`src/rtl/tilelink_ad_initiator_pkg.sv`:
```
// Shared TileLink TL-UL encodings, FSM states and beat-count helper for the
// channel A/D initiator.
package tilelink_pkg;

    typedef enum logic [2:0] {
        A_PUT_FULL    = 3'd0,
        A_PUT_PARTIAL = 3'd1,
        A_ARITH       = 3'd2,
        A_LOGICAL     = 3'd3,
        A_GET         = 3'd4,
        A_INTENT      = 3'd5
    } a_opcode_e;

    typedef enum logic [2:0] {
        D_ACCESS_ACK      = 3'd0,
        D_ACCESS_ACK_DATA = 3'd1,
        D_HINT_ACK        = 3'd2
    } d_opcode_e;

    typedef enum logic [1:0] {
        S_IDLE,
        S_CHK,
        S_SEND_A,
        S_WAIT_D
    } state_e;

    // Transfers narrower than the bus still occupy one full beat.
    function automatic int unsigned beats_for(input logic [2:0] size, input int unsigned xb);
        int unsigned bytes;
        bytes = 32'd1 << size;
        return (bytes <= xb) ? 32'd1 : bytes / xb;
    endfunction

endpackage

```
`src/rtl/tilelink_ad_initiator.sv`:
```
// Single-outstanding TL-UL initiator: turns Get/PutFullData commands into
// channel A beats, checks channel D replies and streams back response beats.
module tilelink_ad_initiator
    import tilelink_pkg::*;
#(
    parameter int XLEN     = 32,
    parameter int MAX_SIZE = 6,
    parameter int TIMEOUT  = 256,
    localparam int XB      = XLEN / 8
) (
    input  logic            clock,
    input  logic            reset_n,
    input  logic            cmd_valid,
    output logic            cmd_ready,
    input  logic            cmd_write,
    input  logic [2:0]      cmd_size,
    input  logic [4:0]      cmd_source,
    input  logic [31:0]     cmd_address,
    input  logic            wr_valid,
    output logic            wr_ready,
    input  logic [XLEN-1:0] wr_data,
    input  logic [XB-1:0]   wr_mask,
    output logic            a_valid,
    input  logic            a_ready,
    output logic [2:0]      a_opcode,
    output logic [2:0]      a_param,
    output logic [2:0]      a_size,
    output logic [4:0]      a_source,
    output logic [31:0]     a_address,
    output logic [XB-1:0]   a_mask,
    output logic [XLEN-1:0] a_data,
    input  logic            d_valid,
    output logic            d_ready,
    input  logic [2:0]      d_opcode,
    input  logic [2:0]      d_size,
    input  logic [4:0]      d_source,
    input  logic [XLEN-1:0] d_data,
    output logic            rsp_valid,
    input  logic            rsp_ready,
    output logic [XLEN-1:0] rsp_data,
    output logic            rsp_last,
    output logic            rsp_error,
    output logic            stray_d
);

    localparam int LB = (XB > 1) ? $clog2(XB) : 1;
    localparam int TW = (TIMEOUT > 2) ? $clog2(TIMEOUT) : 1;
    localparam logic [3:0]    MAX_SIZE_L = 4'(MAX_SIZE);
    localparam logic [TW-1:0] TO_LAST    = TW'(TIMEOUT - 1);

    function automatic logic [XB-1:0] lane_mask(input logic [2:0] size, input logic [31:0] addr);
        int unsigned bytes;
        logic [XB-1:0] low;
        bytes = 32'd1 << size;
        if (bytes >= 32'(XB)) return '1;
        low = XB'((32'd1 << bytes) - 32'd1);
        return low << addr[LB-1:0];
    endfunction

    state_e        state;
    logic          write_q;
    logic [2:0]    size_q;
    logic [4:0]    source_q;
    logic [31:0]   addr_q;
    logic          err_q;
    logic          chk_loaded;
    logic [7:0]    beat_cnt;
    logic [7:0]    beats;
    logic [TW-1:0] to_cnt;
    logic [31:0]   size_mask;
    logic          cmd_hs, a_hs, d_hs, rsp_free, bad_cmd, d_err, exp_last, timeout_hit;
    logic          rsp_load, rsp_last_n, rsp_error_n;
    logic [XLEN-1:0] rsp_data_n;

    assign beats     = 8'(beats_for(size_q, XB));
    assign size_mask = (32'd1 << size_q) - 32'd1;
    assign bad_cmd   = ({1'b0, size_q} > MAX_SIZE_L) || ((addr_q & size_mask) != 32'd0);

    assign cmd_ready = reset_n && (state == S_IDLE);
    assign a_valid   = (state == S_SEND_A) && (write_q ? wr_valid : 1'b1);
    assign wr_ready  = (state == S_SEND_A) && write_q && a_ready;
    assign rsp_free  = !rsp_valid || rsp_ready;
    assign d_ready   = reset_n && ((state == S_WAIT_D) ? rsp_free : 1'b1);

    assign a_opcode  = write_q ? A_PUT_FULL : A_GET;
    assign a_param   = 3'd0;
    assign a_size    = size_q;
    assign a_source  = source_q;
    assign a_address = addr_q;
    assign a_mask    = write_q ? wr_mask : lane_mask(size_q, addr_q);
    assign a_data    = write_q ? wr_data : '0;

    assign cmd_hs = cmd_valid && cmd_ready;
    assign a_hs   = a_valid && a_ready;
    assign d_hs   = d_valid && d_ready;

    assign d_err = (d_opcode != (write_q ? D_ACCESS_ACK : D_ACCESS_ACK_DATA)) ||
                   (d_size != size_q) || (d_source != source_q);
    assign exp_last    = write_q || (beat_cnt == beats - 8'd1);
    assign timeout_hit = (state == S_WAIT_D) && !d_hs && (to_cnt == TO_LAST) && rsp_free;

    // Error responses (rejected command, timeout) default to data 0, last, error.
    always_comb begin
        rsp_load    = 1'b0;
        rsp_data_n  = '0;
        rsp_last_n  = 1'b1;
        rsp_error_n = 1'b1;
        case (state)
            S_CHK: begin
                if (bad_cmd && !chk_loaded && rsp_free) rsp_load = 1'b1;
            end
            S_WAIT_D: begin
                if (d_hs) begin
                    rsp_load    = 1'b1;
                    rsp_data_n  = write_q ? '0 : d_data;
                    rsp_last_n  = exp_last;
                    rsp_error_n = err_q || d_err;
                end else if (timeout_hit) begin
                    rsp_load = 1'b1;
                end
            end
            default: ;
        endcase
    end

    always_ff @(posedge clock) begin
        if (cmd_hs) begin
            write_q  <= cmd_write;
            size_q   <= cmd_size;
            source_q <= cmd_source;
            addr_q   <= cmd_address;
        end
        if (rsp_load) begin
            rsp_data  <= rsp_data_n;
            rsp_last  <= rsp_last_n;
            rsp_error <= rsp_error_n;
        end
    end

    always_ff @(posedge clock or negedge reset_n) begin
        if (!reset_n) begin
            state      <= S_IDLE;
            rsp_valid  <= 1'b0;
            stray_d    <= 1'b0;
            err_q      <= 1'b0;
            chk_loaded <= 1'b0;
            beat_cnt   <= '0;
            to_cnt     <= '0;
        end else begin
            stray_d <= d_hs && (state != S_WAIT_D);
            if (rsp_load)       rsp_valid <= 1'b1;
            else if (rsp_ready) rsp_valid <= 1'b0;
            case (state)
                S_IDLE: begin
                    if (cmd_hs) begin
                        state      <= S_CHK;
                        err_q      <= 1'b0;
                        chk_loaded <= 1'b0;
                        beat_cnt   <= '0;
                        to_cnt     <= '0;
                    end
                end
                S_CHK: begin
                    if (!bad_cmd)                    state      <= S_SEND_A;
                    else if (!chk_loaded)            chk_loaded <= rsp_load;
                    else if (rsp_valid && rsp_ready) state      <= S_IDLE;
                end
                S_SEND_A: begin
                    if (a_hs) begin
                        if (!write_q || beat_cnt == beats - 8'd1) begin
                            state    <= S_WAIT_D;
                            beat_cnt <= '0;
                            to_cnt   <= '0;
                        end else begin
                            beat_cnt <= beat_cnt + 8'd1;
                        end
                    end
                end
                S_WAIT_D: begin
                    // A D beat in the expiry cycle wins over the timeout.
                    if (d_hs) begin
                        to_cnt <= '0;
                        err_q  <= err_q || d_err;
                        if (exp_last) state    <= S_IDLE;
                        else          beat_cnt <= beat_cnt + 8'd1;
                    end else if (timeout_hit) begin
                        state <= S_IDLE;
                    end else if (to_cnt != TO_LAST) begin
                        to_cnt <= to_cnt + TW'(1);
                    end
                end
                default: state <= S_IDLE;
            endcase
        end
    end

endmodule

```
`config.mk`:
```
export PLATFORM = sky130hd
export DESIGN_NAME = tilelink_ad_initiator
export DESIGN_NICKNAME = d
export VERILOG_FILES = /design/src/rtl/tilelink_ad_initiator_pkg.sv /design/src/rtl/tilelink_ad_initiator.sv
export SDC_FILE = /design/constraint.sdc
export NUM_CORES = 1
export LEC_CHECK = 0
export ABC_AREA = 1
export ABC_CLOCK_PERIOD_IN_PS = 3600
export CAP_MARGIN = 40
export CORE_ASPECT_RATIO = 0.8
export CORE_MARGIN = 2
export CORE_UTILIZATION = 41
export CTS_BUF_LIST = sky130_fd_sc_hd__clkbuf_8
export DETAILED_ROUTE_END_ITERATION = 16
export PLACE_DENSITY = 0.82
export SKIP_CTS_REPAIR_TIMING = 1
export SYNTH_ARGS = -nofsm -noshare
export SYNTH_HDL_FRONTEND = slang
export SYNTH_SLANG_ARGS = --single-unit
```
`constraint.sdc`:
```
create_clock -name clock -period 3.6 [get_ports clock]
set_input_delay 0.36 -clock clock [delete_from_list [all_inputs] [get_ports clock]]
set_output_delay 0.36 -clock clock [all_outputs]
set_load 0.01 [all_outputs]
```
* Yosys cells after proc, flatten, opt, wreduce, memory -nomap -nowiden
Index checks and enable logic that the tools add are counted.
Operators by class: $add $sub $neg 5, multiply operators 0, divide/modulo/power cells 0, order comparisons 3, equal/unequal tests 22, shift operators 3, mux-type cells 44, bitwise gates (word level) 3, reduce and logical (&&, ||, !) cells 39
Operators by type and width (count):
- $mux W8 | 11
- $pmux W8 S3 | 2
- $and A32 B32 Y32 | 1
- $ge A32 B3 Y1 const B | 1
- $le A32 B3 Y1 const B | 1
- $mux W32 | 1
- $reduce_bool A32 Y1 | 1
- $shl A1 B3 Y32 const A | 1
- $shl A1 B32 Y4 const A | 1
- $sub A32 B1 Y32 const B | 1
- $mux W2 | 9
- $add A8 B1 Y8 const B | 2
- $logic_and A1 B1 Y1 | 15
- $ne A3 B3 Y1 const B | 5
- $mux W1 | 13
- $mux W4 | 3
- $ne A2 B2 Y1 const B | 6
- $eq A8 B8 Y1 | 1
- $eq A8 B8 Y1 const B | 1
- $ne A8 B8 Y1 const B | 1
- $pmux W2 S4 | 1
- $sub A8 B1 Y8 const B | 1
- $logic_or A1 B1 Y1 | 7
- $reduce_and A7 Y1 | 1
- other kinds (22) | 32
Word-level totals: flip-flop bits (word level) 97, bits in latches 0, RAM bits 0, ROM bits 0, bits of input ports 127, output and inout port bits 122, logic and storage cells 133, memories 0

* Depth between registers and ports, before layout
Gate-level depths: netlist (run 1).
depth after elaboration 15, gate-level depth with buffers 15, depth with buffers taken out 15

* Least setup slack after synthesis (run 1)
Ideal clock, no wire load.
path kind register to register, start reg size_q[2], in the netlist a_size[2], end reg rsp_data[0], enable pin, library setup time 0.579 ns, arrival time 2.506 ns, required time 3.021 ns, slack 0.515 ns, stages on the path, launching flop included 13, path buffers 1, clock period less this slack 3.085 ns, cells stage by stage edfxtp_1 -> buf_6 -> nor2_2 -> nand2_1 -> ha_1 -> inv_1 -> o21ai_0 -> nand3_1 -> nand2_1 -> nor2_1 -> nand2_1 -> nand4_1 -> nand3_1
On the way: longest elaborated chain between the ends 9, elaborated cells between the ends (all ways) 10, classes of those cells add/sub (1); order compare (1); shift (1); mux (2); bitwise (1); reduce/logical (4)
Ends and longest elaborated chain:
- from (decl) | line tilelink_ad_initiator.sv:62 | logic [2:0] size_q;
- from (signal assigned) | line tilelink_ad_initiator.sv:129 | size_q <= cmd_size;
- $shl A1 B3 Y32 | line tilelink_ad_initiator.sv:76 | assign size_mask = (32'd1 << size_q) - 32'd1;
- $sub A32 B1 Y32 | line tilelink_ad_initiator.sv:76
- $and A32 B32 Y32 | line tilelink_ad_initiator.sv:77 | assign bad_cmd = ({1'b0, size_q} > MAX_SIZE_L) || ((addr_q & size_mask) != 32'd0);
- $reduce_bool A32 Y1 | line tilelink_ad_initiator.sv:77
- $logic_or A1 B1 Y1 (*) | line tilelink_ad_initiator.sv:77
- $logic_and A1 B1 Y1 (*) (2 in a row) | line tilelink_ad_initiator.sv:110 | if (bad_cmd && !chk_loaded && rsp_free) rsp_load = 1'b1;
- $mux W1 (*) | line tilelink_ad_initiator.sv:110
- $pmux W1 S2 (*) | line tilelink_ad_initiator.sv:108 | case (state)
- named net rsp_load | line tilelink_ad_initiator.sv:72 | logic rsp_load, rsp_last_n, rsp_error_n;
- to (signal assigned) | line tilelink_ad_initiator.sv:134 | rsp_data <= rsp_data_n;
- to (decl) | line tilelink_ad_initiator.sv:40 | output logic [XLEN-1:0] rsp_data,
The timed path passes the listed nets; every way through them passes the cells marked *. A chain may end at the register's enable or synchronous reset.

* Worst setup path in the final report (run 1)
start reg size_q[2], in the netlist a_size[2], end reg rsp_data[11], enable pin
The elaborated chain is that of the path after synthesis.

==> flow_results.org, run 1 <==
** Logic synthesis
- The share of the Yosys chip area taken by registers is 0.5742.
- Distinct cells, synth :: 42
- Number of enable flip-flop cells after synthesis :: 75
- Among all flip-flop cells after synthesis, the most frequent one is edfxtp_1.
- YS warnings :: 0
- Synthesis produced a netlist whose cell count is 537.
- Each instance of the synthesized netlist takes up on average 9.089 um^2.
- Summing every instance area after synthesis gives 4881 um^2.
- In the synthesized netlist the async set-or-reset flop fraction comes to 0.2268.
- Post-synthesis register bit count :: 97

** CTS
- CTS tree :: built
- Clock-pin slew was measured on the worst setup and hold paths at 0.09 ns.
- Master cell of the clock root buffer :: clkbuf_8
- The clock drives 97 sinks.
- Buffers inserted during clock tree synthesis total 9.
- The clock passes through at most 2 buffers.
- In this run the number of H-tree levels came out at 3.
- Worst skew pair latency :: 0.37 ns

** STA
- Subtracting the final worst setup slack from the clock period gives 3.295 ns.
- RSZ-0062 raised after global routing :: no
- Final-report hold violation count :: 0
- Slew @ Worst Pin :: 0.8402 ns
- For this run, the top clock speed supported by timing is a little over 0.3 GHz.
- On the final layout, the worst clock skew is between 0.01 and 0.015 ns.
- Headroom to the max-slew limit :: 0.4392
- Final hold analysis gives a worst-case slack of 0.2896 ns.
- Final Max Slew Viols :: 0
- Fin crit share :: 0.9153
- Setup tns final :: 0 ns
- Setup violations remaining at the end of the flow were counted as 0.

** Power and ir drop
- Power share of the combinational group :: 0.374
- Leak Pwr :: between 3 and 4 nW
- Of the total power, the share spent switching nets is 0.3439.
- The share of total power dissipated in sequential elements is 0.449.
- Switching power :: 1.234 mW
- Clock network power share :: 0.176
- Peak supply drop :: ~0.00028 V
- In this run the power density over the cells is around 470 nW/um^2.
- Power Internal :: 2.355 mW

** Cells and area
- Area growth from synthesis to layout :: 55.75%
- The filler cells instantiated in the layout total 912.
- The repair_antennas step left the layout with diodes totalling 0.
- The final layout contains 915 nets.
- Share of post-route cells with drive strength above 1 :: 0.06234
- Once layout is complete, the utilization of the core stands at 0.6576.

** Critical path
- In this run the critical register-to-register path is captured at rsp_data[11]$_SDFFCE_PP0P_.
- Crit path launch :: a_size[2]$_DFFE_PP_
- STA puts the critical path data required time at around 3.5 ns.
- Kind of launch point of the worst setup path :: flop
- Critical Path End Type :: flop
- Along the worst path, the maximum fanout reaches 34.
- Register-to-register setup slack :: 0.30 ns
- Data arrival time of the critical path :: 3.15 ns
- Reg2Reg Depth :: 11
- The critical path ends at rsp_data[11]$_SDFFCE_PP0P_.
- The critical path in this run is classified as flop to flop.
- Origin of the critical flop-to-flop path :: a_size[2]$_DFFE_PP_

** Global routing
- The initial antenna violation count was 0.
- Summed over all layers, the global routing overflow is 0.
- In the global route stage, overall resource usage came out at 0.2188.
- Entering global routing, the biggest net connects 43 pins.
- The first global-routing pass estimated 21.60 mm of wire.
- Vias in the first global route :: 4252

** Drt
- In the routed layout, each cell is associated on average with a via count of 4.708.
- After detailed routing, the average wire length per cell comes to 15.43 um.
- Before antenna repair, the detailed router went through 4 iterations.
- Summed over all layers, the routed wires come to 14.42 mm.
- Number of nets with antenna violations after detailed routing :: 0
- Iteration-0 DRC count of the detailed router :: 184
- Remaining DRCs :: 0
- Vias post-DR :: 4397

** Die
- Row generation in the floorplan step produced 35 rows.
- In this run the count of I/O pins placed on the die edge is 249.
- Die extent in y :: 101.6 um
- Floorplan die area :: approximately 13000 um^2
- After floorplanning, the core was sized to cover ~12000 um^2.
- The die is 126.0 um wide.
- For this configuration, the core starts out at a cell density of 0.4222.

** Placed design
- IO Port Bufs :: 243
- Final weighted congestion in routability-driven placement :: roughly 0.86
- Detailed placement finished with a half-perimeter wire length of 11.49 mm.

** Status
- Status :: finished clean

** Flow run
- Across the run, the number of max-cap violations was 0.

** Worst hold path
- Hold/Removal Path Class :: primary input to async pin
==> per-layer routing <==
layer | vias to the layer above | part of all wire | wire [um] | track usage
li1 | 2181 | - | - | -
met4 | 0 | 0.014 | 204 | 0.06171
met3 | 20 | 0.088 | 1262 | 0.08241
met2 | 169 | 0.51 | 7296 | 0.3850
met5 | - | 0 | 0 | 0
met1 | 2027 | 0.39 | 5653 | 0.2534
==> logic make-up (layout without fill, tap and decap cells) <==
kind of cell | after synthesis | after routing | synth area share
AND/OR/NAND/NOR | 253 | 253 | 0.2294
buffers and inverters | 127 | 372 | 0.1077
flip-flops | 97 | 97 | 0.5742
AO/OA/AOI/OAI | 41 | 41 | 0.05204
XOR/XNOR | 11 | 11 | 0.01974
adder cells (fa/ha/maj) | 6 | 6 | 0.01538
other | 2 | 6 | 0.001539
==> cells in the final DEF (no fill, tap or decap), types with 7 or more instances in the layout <==
cell type	n
clkdlybuf4s50_1	243
nand2_1	111
inv_1	103
edfxtp_1	75
nor2_1	73
nand3_1	29
dfrtp_1	22
nand4_1	11
o21ai_0	10
clkbuf_8	9
a21oi_1	8
xor2_1	8
o21ai_1	7
==> state kept, by name, summed over array words and instances (netlist names), 3 cells and up, named ones only <==
name / flops
rsp_data: 32
beat_cnt: 8
a_source: 5
a_address: 32
a_size: 3
to_cnt: 8
==> synth_stat cells, types with 4 or more instances <==
cell type  number  share of area
nand2_1       111          0.085
inv_1         104          0.080
edfxtp_1       75           0.46
nor2_1         73          0.056
nand3_1        30          0.031
dfrtp_1        22           0.11
nand4_1        11          0.014
o21ai_0        10          0.010
a21oi_1         8         0.0082
buf_4           8          0.012
xor2_1          8          0.014
o21ai_1         7         0.0072
ha_1            6          0.015
inv_2           5         0.0038
nand2_2         5         0.0064
o21ai_2         5         0.0090
clkbuf_1        4         0.0031
nor2_2          4         0.0051
or2_2           4         0.0051
==> power groups by stage <==
stage               combinational (mW)  clock [mW]  sequential, mW
CTS                               1.35       0.646            1.61
detailed placement                1.34           0            1.64
global placement                  1.32           0            1.63
global route                      1.46       0.690            1.64
finish                            1.34       0.633            1.61
floorplan                        0.632           0            1.67
==> worst max-delay path: stages, from the launching register on <==
cell and delay, ns:
edfxtp_1 0.69, inv_2 0.14, nor2_1 0.18, inv_1 0.06, ha_1 0.27, inv_1 0.04
a22oi_1 0.14, o211ai_1 0.11, nor2_1 0.16, nand2_1 0.13, nand4_1 0.17, nand3_2 0.67
==> final cells by class <==
class	count	area [um^2]	share of cell area
well taps	148	185.2	0.02436
clock buffers	9	123.9	0.01629
clock inverters	6	42.54	0.005596
repair buffers	247	2462	0.3239
flip-flops and latches	97	2803	0.3687
inverters	110	412.9	0.05431
multi-input cells	317	1573	0.2069
==> stage by stage <==
stage | instances | setup WS [ns] | power, mW | area (um^2)
floorplan | 541 | 0.5145 | 2.301 | 4896
global placement | 919 | 0.5711 | 2.947 | 7436
detailed placement | 919 | 0.3804 | 2.980 | 7436
CTS | 934 | 0.3419 | 3.610 | 7602
global route | 934 | 0.04844 | 3.789 | 7602
finish | 934 | 0.3049 | 3.589 | 7602
==> worst min-delay path by stage <==
stage                               start                     to  slack, ns  cells past startpoint
floorplan                         reset_n              async pin       0.06                      0
global placement    to_cnt[1]$_DFFE_PN0P_  to_cnt[1]$_DFFE_PN0P_       0.50                      2
detailed placement  to_cnt[1]$_DFFE_PN0P_  to_cnt[1]$_DFFE_PN0P_       0.51                      2
CTS                               reset_n  to_cnt[2]$_DFFE_PN0P_       0.29                      2
global route                      reset_n  to_cnt[2]$_DFFE_PN0P_       0.29                      2
finish                            reset_n  to_cnt[2]$_DFFE_PN0P_       0.29                      2
Note: power is estimated with default switching activity, not from simulation.
==> run 2: changes to the inputs <==
CORE_UTILIZATION = 25   (was 41)
PLACE_DENSITY = 0.55   (was 0.82)
==> run 2 against run 1 <==
Against the previous run: register-to-register slack gained 0.50 ns; global-route usage shrank 7.2 points; clock-buffer cell count is the same; total power grew 3.5%; sequential cell count is the same; sequential share of layout area shrank 0.84 points; maximum frequency grew 9.6%; sequential power is essentially flat; combinational power grew 4%; routed wire length grew 6.1%; die area grew 61%; critical path type is now flop to output pin.
==> flow_results.org, run 2 (same netlist as run 1, synthesis figures left out) <==
** Status
- Status: finished clean (unchanged).

** Placed design
- Final weighted congestion in routability-driven placement :: 0.8235 (was 0.8634)
- IO Port Bufs :: 243 (unchanged)
- Detailed placer's ending HPWL :: 11.98 mm (was 11.49 mm)

** Power and ir drop
- Switching share of total power :: 0.3577 (was 0.3439)
- The design internal power was 2.385 mW (was 2.355 mW).
- Portion of total power attributed to sequential cells :: 0.431 (was 0.449)
- The combinational share of power was 0.375 (was 0.374).
- Peak supply drop :: 0.0002098 V (was 0.0002786 V)
- The net switching power was 1.328 mW (was 1.234 mW).
- The overall power was 3.713 mW (was 3.589 mW).
- The leakage power is 3.345 nW (was 3.319 nW).
- Clock network power share :: 0.195 (was 0.176)
- Power density over the cells :: 477.3 nW/um^2 (was 472.1 nW/um^2)

** Critical path
- The nature of the critical path endpoint is an output pin (was flop).
- The startpoint kind of the worst setup timing path is a flop (unchanged).
- Data arrival time of the critical path :: 2.65 ns (was 3.15 ns)
- Worst path top cell family by delay :: flip-flops (was simple AND/OR/NAND/NOR gates)
- The maximum net fanout on the critical path was 15 (was 34).
- Origin of the critical flop-to-flop path :: a_size[2]$_DFFE_PP_ (unchanged)
- The worst-path cell with the longest stage delay is edfxtp_1 (unchanged).
- List of cells traversed by the critical path :: nor2_2, nand2_1, ha_1, xnor2_1, nand3_1, a21oi_1, clkdlybuf4s50_1 (was inv_2, nor2_1, inv_1, ha_1, inv_1, a22oi_1, o211ai_1, nor2_1, nand2_1, nand4_1, nand3_2)
- The worst stage delay on the critical path is 0.64 ns (was 0.69 ns).
- Required time worst endpoint :: 3.24 ns (was 3.46 ns)
- The start point of the critical path is a_size[2]$_DFFE_PP_ (unchanged).
- Count of buffering cells on the critical path with inverters included :: 1 (was 3)
- The category of the most critical setup path was flop to output pin (was flop to flop).

** STA
- Clock period minus worst slack :: 3.007 ns (was 3.295 ns)
- The maximum clock frequency was 0.3326 GHz (was 0.3035 GHz).
- The smallest hold slack is 0.2844 ns (was 0.2896 ns).
- The fraction of the cycle the final worst path needs is 0.8352 (was 0.9153).
- Slew @ Worst Pin :: 0.5800 ns (was 0.8402 ns)
- Headroom to the max-slew limit :: 0.6098 (was 0.4392)
- The number of slew-limit violations in the final report came to 0 (unchanged).
- RSZ-0062 raised after global routing :: no (unchanged)
- Setup tns final :: 0 ns (unchanged)
- Final-report hold violation count :: 0 (unchanged)
- The worst setup skew after layout is 0.02168 ns (was 0.01174 ns).
- The final-report setup violation count was 0 (unchanged).

** CTS
- The clock net sink count is 97 (unchanged).
- Number of levels in the clock H-tree :: 3 (unchanged)
- The clock-pin transition on the worst setup and hold timing paths was 0.11 ns (was 0.09 ns).
- The CTS tree is built (unchanged).
- Worst skew pair latency :: 0.39 ns (was 0.37 ns)
- The maximum clock path buffer count came to 2 (unchanged).
- The buffer cell driving the clock tree root was clkbuf_8 (unchanged).
- TritonCTS Buffers :: 9 (unchanged)

** Global routing
- Vias in the first global route :: 4136 (was 4252)
- Initial antenna violation count :: 0 (unchanged)
- Pin count of the biggest net entering global routing :: 35 (was 43)
- The overall global routing resource usage was 0.1468 (was 0.2188).
- The total grt overflow came to 0 (unchanged).
- The first-pass GRT wire length came to 23.04 mm (was 21.60 mm).

** Cells and area
- Number of antenna diodes :: 0 (unchanged)
- The layout cell share with drive strength beyond 1 came to 0.06607 (was 0.06234).
- The utilization of the core after routing is 0.4088 (was 0.6576).
- Most common library cell in the layout ignoring fill and taps :: clkdlybuf4s50_1 (unchanged)
- Multi-input logic area :: 1573 um^2 (unchanged)
- Area occupied by registers :: 2803 um^2 (unchanged)
- Highest-count cells in the layout ignoring fill and taps :: clkdlybuf4s50_1 (243), nand2_1 (111), inv_1 (103), edfxtp_1 (75), nor2_1 (73) (unchanged)
- Fill cells :: 2007 (was 912)
- The net count reported at finish was 915 (unchanged).
- The area added between synthesis and finish is 59.40% (was 55.75%).

** Drt
- The per-cell routed wire length is 14.63 um (was 15.43 um).
- Number of nets with antenna violations after detailed routing :: 0 (unchanged)
- The starting DRC count in detailed routing is 218 (was 184).
- Routed via count divided by cell count :: 4.027 (was 4.708)
- The total vias in the final route came to 4208 (was 4397).
- Routed wire length :: 15.29 mm (was 14.42 mm)
- First drt pass iteration count :: 4 (unchanged)
- Remaining DRCs :: 0 (unchanged)

** Worst hold path
- Hold/Removal Path Class :: primary input to async pin (unchanged)

** Die
- The initial cell density of the core came to 0.2565 (was 0.4222).
- I/O Pins :: 249 (unchanged)
- The die extent in x is 160.2 um (was 126.0 um).
- The core region area was 19030 um^2 (was 11560 um^2).
- Floorplan die area :: 20660 um^2 (was 12800 um^2)
- The number of rows in the core area came to 45 (was 35).
- The die height was 129.0 um (was 101.6 um).

** Flow run
- Max-cap violations :: 0 (unchanged)
[run 2: cell count changes in the layout (fill, tap and decap cells not counted)]
cell | previous run | this run
clkinv_1 | 3 | 1
inv_8 | 0 | 2
buf_12 | 0 | 1
buf_4 | 4 | 3
clkinv_4 | 1 | 0
clkinv_8 | 0 | 1
clkinvlp_4 | 1 | 0
inv_2 | 5 | 6
inv_6 | 2 | 3
[run 2: power by group through the flow]
stage,sequential (mW),combinational [mW],clock (mW)
after detailed placement,1.63,1.41,0
final,1.60,1.39,0.722
after global routing,1.63,1.53,0.798
after global placement,1.62,1.42,0
after floorplan,1.67,0.632,0
after CTS,1.60,1.42,0.757
[run 2: worst paths after layout]
path	endpoint	slack [ns]	cells after the start
setup / recovery	a_mask[3]	0.59	7
min in group clock	a_address[30]$_DFFE_PP_	0.51	1
max in group asynchronous	stray_d$_DFF_PN0_	2.72	2
hold reg to reg	to_cnt[1]$_DFFE_PN0P_	0.54	2
setup reg to reg	rsp_data[28]$_SDFFCE_PP0P_	0.80	12
hold / removal	async pin	0.28	1
[run 2: routing by layer]
metal	global-route usage	vias up	wire, um
li1	-	2184	-
met1	0.1977	1866	6971
met2	0.2167	151	6726
met3	0.06963	7	1501
met4	0.02862	0	93
met5	0	-	0
[run 2: final cells by class]
| cell class | instances | share of cell area |
|---|---|---|
| inverter | 110 | 0.05307 |
| multi-input combinational | 317 | 0.2022 |
| clock inverter | 7 | 0.009006 |
| clock buffer | 9 | 0.01592 |
| tap | 258 | 0.04149 |
| sequential | 97 | 0.3602 |
| timing repair buffer | 247 | 0.3181 |
[run 2: metrics by stage]
stage	area, um^2	setup slack (ns)	std cells
finish	7780	0.5932	1045
global route	7780	0.3609	1045
CTS	7780	0.5469	1045
detailed placement	7586	0.8121	1029
global placement	7586	0.9091	1029
floorplan	4896	0.5145	541
==> run 3: changes to the inputs <==
ABC_CLOCK_PERIOD_IN_PS = 2410   (was 3600)
PLACE_DENSITY = 0.57   (was 0.55)
clock period = 2.41 ns   (was 3.6 ns; I/O delays follow)
==> run 3 against run 2 <==
Against the previous run: setup slack got worse by 0.53 ns; non-clock buffer count rose by 23; via count rose by 4.2%; routed wire length rose by 6.2%.
==> flow_results.org, run 3 (same netlist as run 1, synthesis figures left out) <==
** Drt
- Remaining DRCs :: 0 (unchanged)
- The total vias in the final route was 4384 (was 4208).
- The number of search-and-repair iterations in the first detailed-routing pass was 4 (unchanged).
- Number of nets with antenna violations after detailed routing :: 0 (unchanged)
- The per-cell routed wire length was 15.21 um (was 14.63 um).
- The post-detailed-route via-to-cell ratio came to 4.105 (was 4.027).
- The sum of routed wire length over all layers is 16.24 mm (was 15.29 mm).
- Iteration-0 DRC count of the detailed router :: 242 (was 218)

** Global routing
- The overall global routing resource usage came to 0.1571 (was 0.1468).
- Global-route wire length before repair :: 24.70 mm (was 23.04 mm)
- Pin count of the biggest net entering global routing :: 38 (was 35)
- The met1 layer usage reported by global route is 0.2007 (was 0.1977).
- GR Util met2 :: 0.2473 (was 0.2167)
- Initial antenna violation count :: 0 (unchanged)
- The via count of the first global-routing pass is 4391 (was 4136).
- The global routing's busiest layer was met2 (unchanged).
- The total grt overflow was 0 (unchanged).
- The global routing met3 resource utilization was 0.06157 (was 0.06963).

** STA
- The smallest clock period supported by the final layout is computed as 2.348 ns.
- The final-report setup violation count came to 0 (unchanged).
- The worst setup skew after layout came to 0.01379 ns (was 0.02168 ns).
- The setup TNS came to 0 ns (unchanged).
- Timing would allow up to 0.4260 GHz.
- Final Max Slew Viols :: 0 (unchanged)
- RSZ-0062 raised after global routing :: yes (was no)
- Of the available clock period, the critical path in the final layout requires 0.9741.
- Worst hold margin :: 0.3052 ns (was 0.2844 ns)
- The final hold violation count came to 0 (unchanged).

** Placed design
- The number of placed cells counting well taps is 1040 (was 1029).
- The count of input and output buffers came to 243 (unchanged).
- The post-detailed-placement cell area is 7716 um^2 (was 7586 um^2).
- The post-DP HPWL is 12.74 mm (was 11.98 mm).
- The global placement routability congestion was 0.8161 (was 0.8235).

** Status
- Status: finished clean (unchanged).

** Critical path
- Crit Path Category :: flop to flop (was flop to output pin)
- The worst stage delay on the critical path is 0.47 ns (was 0.64 ns).
- Required time worst endpoint :: 2.55 ns (was 3.24 ns)
- Data arrival time of the critical path :: 2.49 ns (was 2.65 ns)
- The startpoint kind of the worst setup timing path was a flop (unchanged).
- The nature of the critical path endpoint is a flop (was output pin).
- In this design, the critical path's most frequently occurring cell is inv_2.
- The worst-path cell with the longest stage delay was edfxtp_1 (unchanged).
- Critical path fanouts, max :: 21 (was 15)
- List of cells traversed by the critical path :: inv_2, nor2_4, inv_2, ha_4, inv_2, a22oi_2, o211ai_1, nor2_1, nand2_1, nand4_1, nand3_4, buf_12 (was nor2_2, nand2_1, ha_1, xnor2_1, nand3_1, a21oi_1, clkdlybuf4s50_1)

** Cells and area
- The combined area of the multi-input logic cells came to 1638 um^2 (was 1573 um^2).
- The fill cell total of the finished layout was 1948 (was 2007).
- Number of antenna diodes :: 0 (unchanged)
- The final non-filler cell total was 1068 (was 1045).
- Final design area excluding fillers :: 8073 um^2 (was 7780 um^2)
- Highest-count cells in the layout ignoring fill and taps :: clkdlybuf4s50_1 (240), nand2_1 (109), inv_1 (101), edfxtp_1 (75), nor2_1 (72) (was clkdlybuf4s50_1 (243), nand2_1 (111), inv_1 (103), edfxtp_1 (75), nor2_1 (73))
- Post-layout net count :: 938 (was 915)
- The sequential cell area is 2804 um^2 (was 2803 um^2).
- Share of post-route cells with drive strength above 1 :: 0.1062 (was 0.06607)
- Most common library cell in the layout ignoring fill and taps :: clkdlybuf4s50_1 (unchanged)
- The area added between synthesis and finish is 65.39% (was 59.40%).

** Power and ir drop
- Power after layout :: 5.792 mW (was 3.713 mW)
- The power per unit of standard cell area was 717.5 nW/um^2 (was 477.3 nW/um^2).
- Peak supply drop :: 0.0003133 V (was 0.0002098 V)
- Leak Pwr :: 3.492 nW (was 3.345 nW)

** CTS
- The CTS tree is built (unchanged).
- Master cell of the clock root buffer :: clkbuf_8 (unchanged)
- Worst skew pair latency :: 0.38 ns (was 0.39 ns)
- Number of levels in the clock H-tree :: 3 (unchanged)
- The maximum clock path buffer count is 2 (unchanged).
- Clk sink count :: 97 (unchanged)
- TritonCTS Buffers :: 9 (unchanged)
- The clock-pin transition on the worst setup and hold timing paths is 0.10 ns (was 0.11 ns).

** Die
- Core region area :: 19030 um^2 (unchanged)
- The die extent in x came to 160.2 um (unchanged).
- # rows :: 45 (unchanged)
- I/O Pins :: 249 (unchanged)
- Initial standard-cell utilization of the core :: 0.2565 (unchanged)
- Floorplan die area :: 20660 um^2 (unchanged)
- The die height is 129.0 um (unchanged).

** Flow run
- Max-cap violations :: 0 (unchanged)

** Worst hold path
- The worst hold-check path type is primary input to async pin (unchanged).
==> run 3: cell types whose count changed in the layout (fill, tap and decap cells not counted), moves of 2 or more <==
cell	delta
buf_4	+19
nand2_1	-2
inv_8	-2
nand3_4	+2
nand3_2	-2
nor2_4	+2
buf_12	+3
clkdlybuf4s50_1	-3
inv_2	+2
inv_6	+2
inv_1	-2
ha_1	-2
dlymetal6s2s_1	+2
==> run 3: final cells by class <==
cell class | instances | area share
clock buffers | 9 | 0.01534
clock inverters | 7 | 0.008524
inverters | 110 | 0.05115
multi-input cells | 317 | 0.2029
flip-flops and latches | 97 | 0.3473
well taps | 258 | 0.03999
repair buffers | 270 | 0.3348
==> run 3: critical path: cells and delay by family, from the launching register on <==
family | cells | cell delay (ns)
AND/OR/NAND/NOR | 5 | 0.76
flip-flops | 1 | 0.47
buffers and inverters | 4 | 0.40
adder cells (fa/ha/maj) | 1 | 0.25
AO/OA/AOI/OAI | 2 | 0.23
==> run 3: final timing paths <==
kind / from / endpoint / slack (ns) / cells after the start
worst max-delay path: a_size[2]$_DFFE_PP_ / rsp_data[25]$_SDFFCE_PP0P_ / 0.06 / 12
max in group asynchronous: reset_n / async pin / 1.84 / 2
min in group clock: cmd_address[30] / a_address[30]$_DFFE_PP_ / 0.41 / 1
worst min-delay path: reset_n / beat_cnt[7]$_DFFE_PN0P_ / 0.31 / 2
worst max register to register: a_size[2]$_DFFE_PP_ / rsp_data[25]$_SDFFCE_PP0P_ / 0.06 / 12
worst min register to register: to_cnt[1]$_DFFE_PN0P_ / to_cnt[1]$_DFFE_PN0P_ / 0.53 / 2
==> run 3: metal layers <==
layer / routed length (um) / up-vias
met3: 1260 / 18
li1: - / 2235
met5: 0 / -
met1: 7096 / 1991
met4: 344 / 0
met2: 7541 / 140
==> run 3: power by group <==
part           total [mW]  switching [mW]  internal [mW]
registers            2.37           0.169           2.20
clock network        1.06           0.655          0.405
logic                2.36            1.21           1.15
==> run 3: stage by stage <==
stage / util / setup slack, ns
after detailed placement: 0.4055 / 0.04193
after CTS: 0.4156 / -0.3341
after global routing: 0.4242 / -0.1212
after global placement: 0.4055 / 0.1233
after floorplan: - / 0.02867
final: 0.4242 / 0.06247
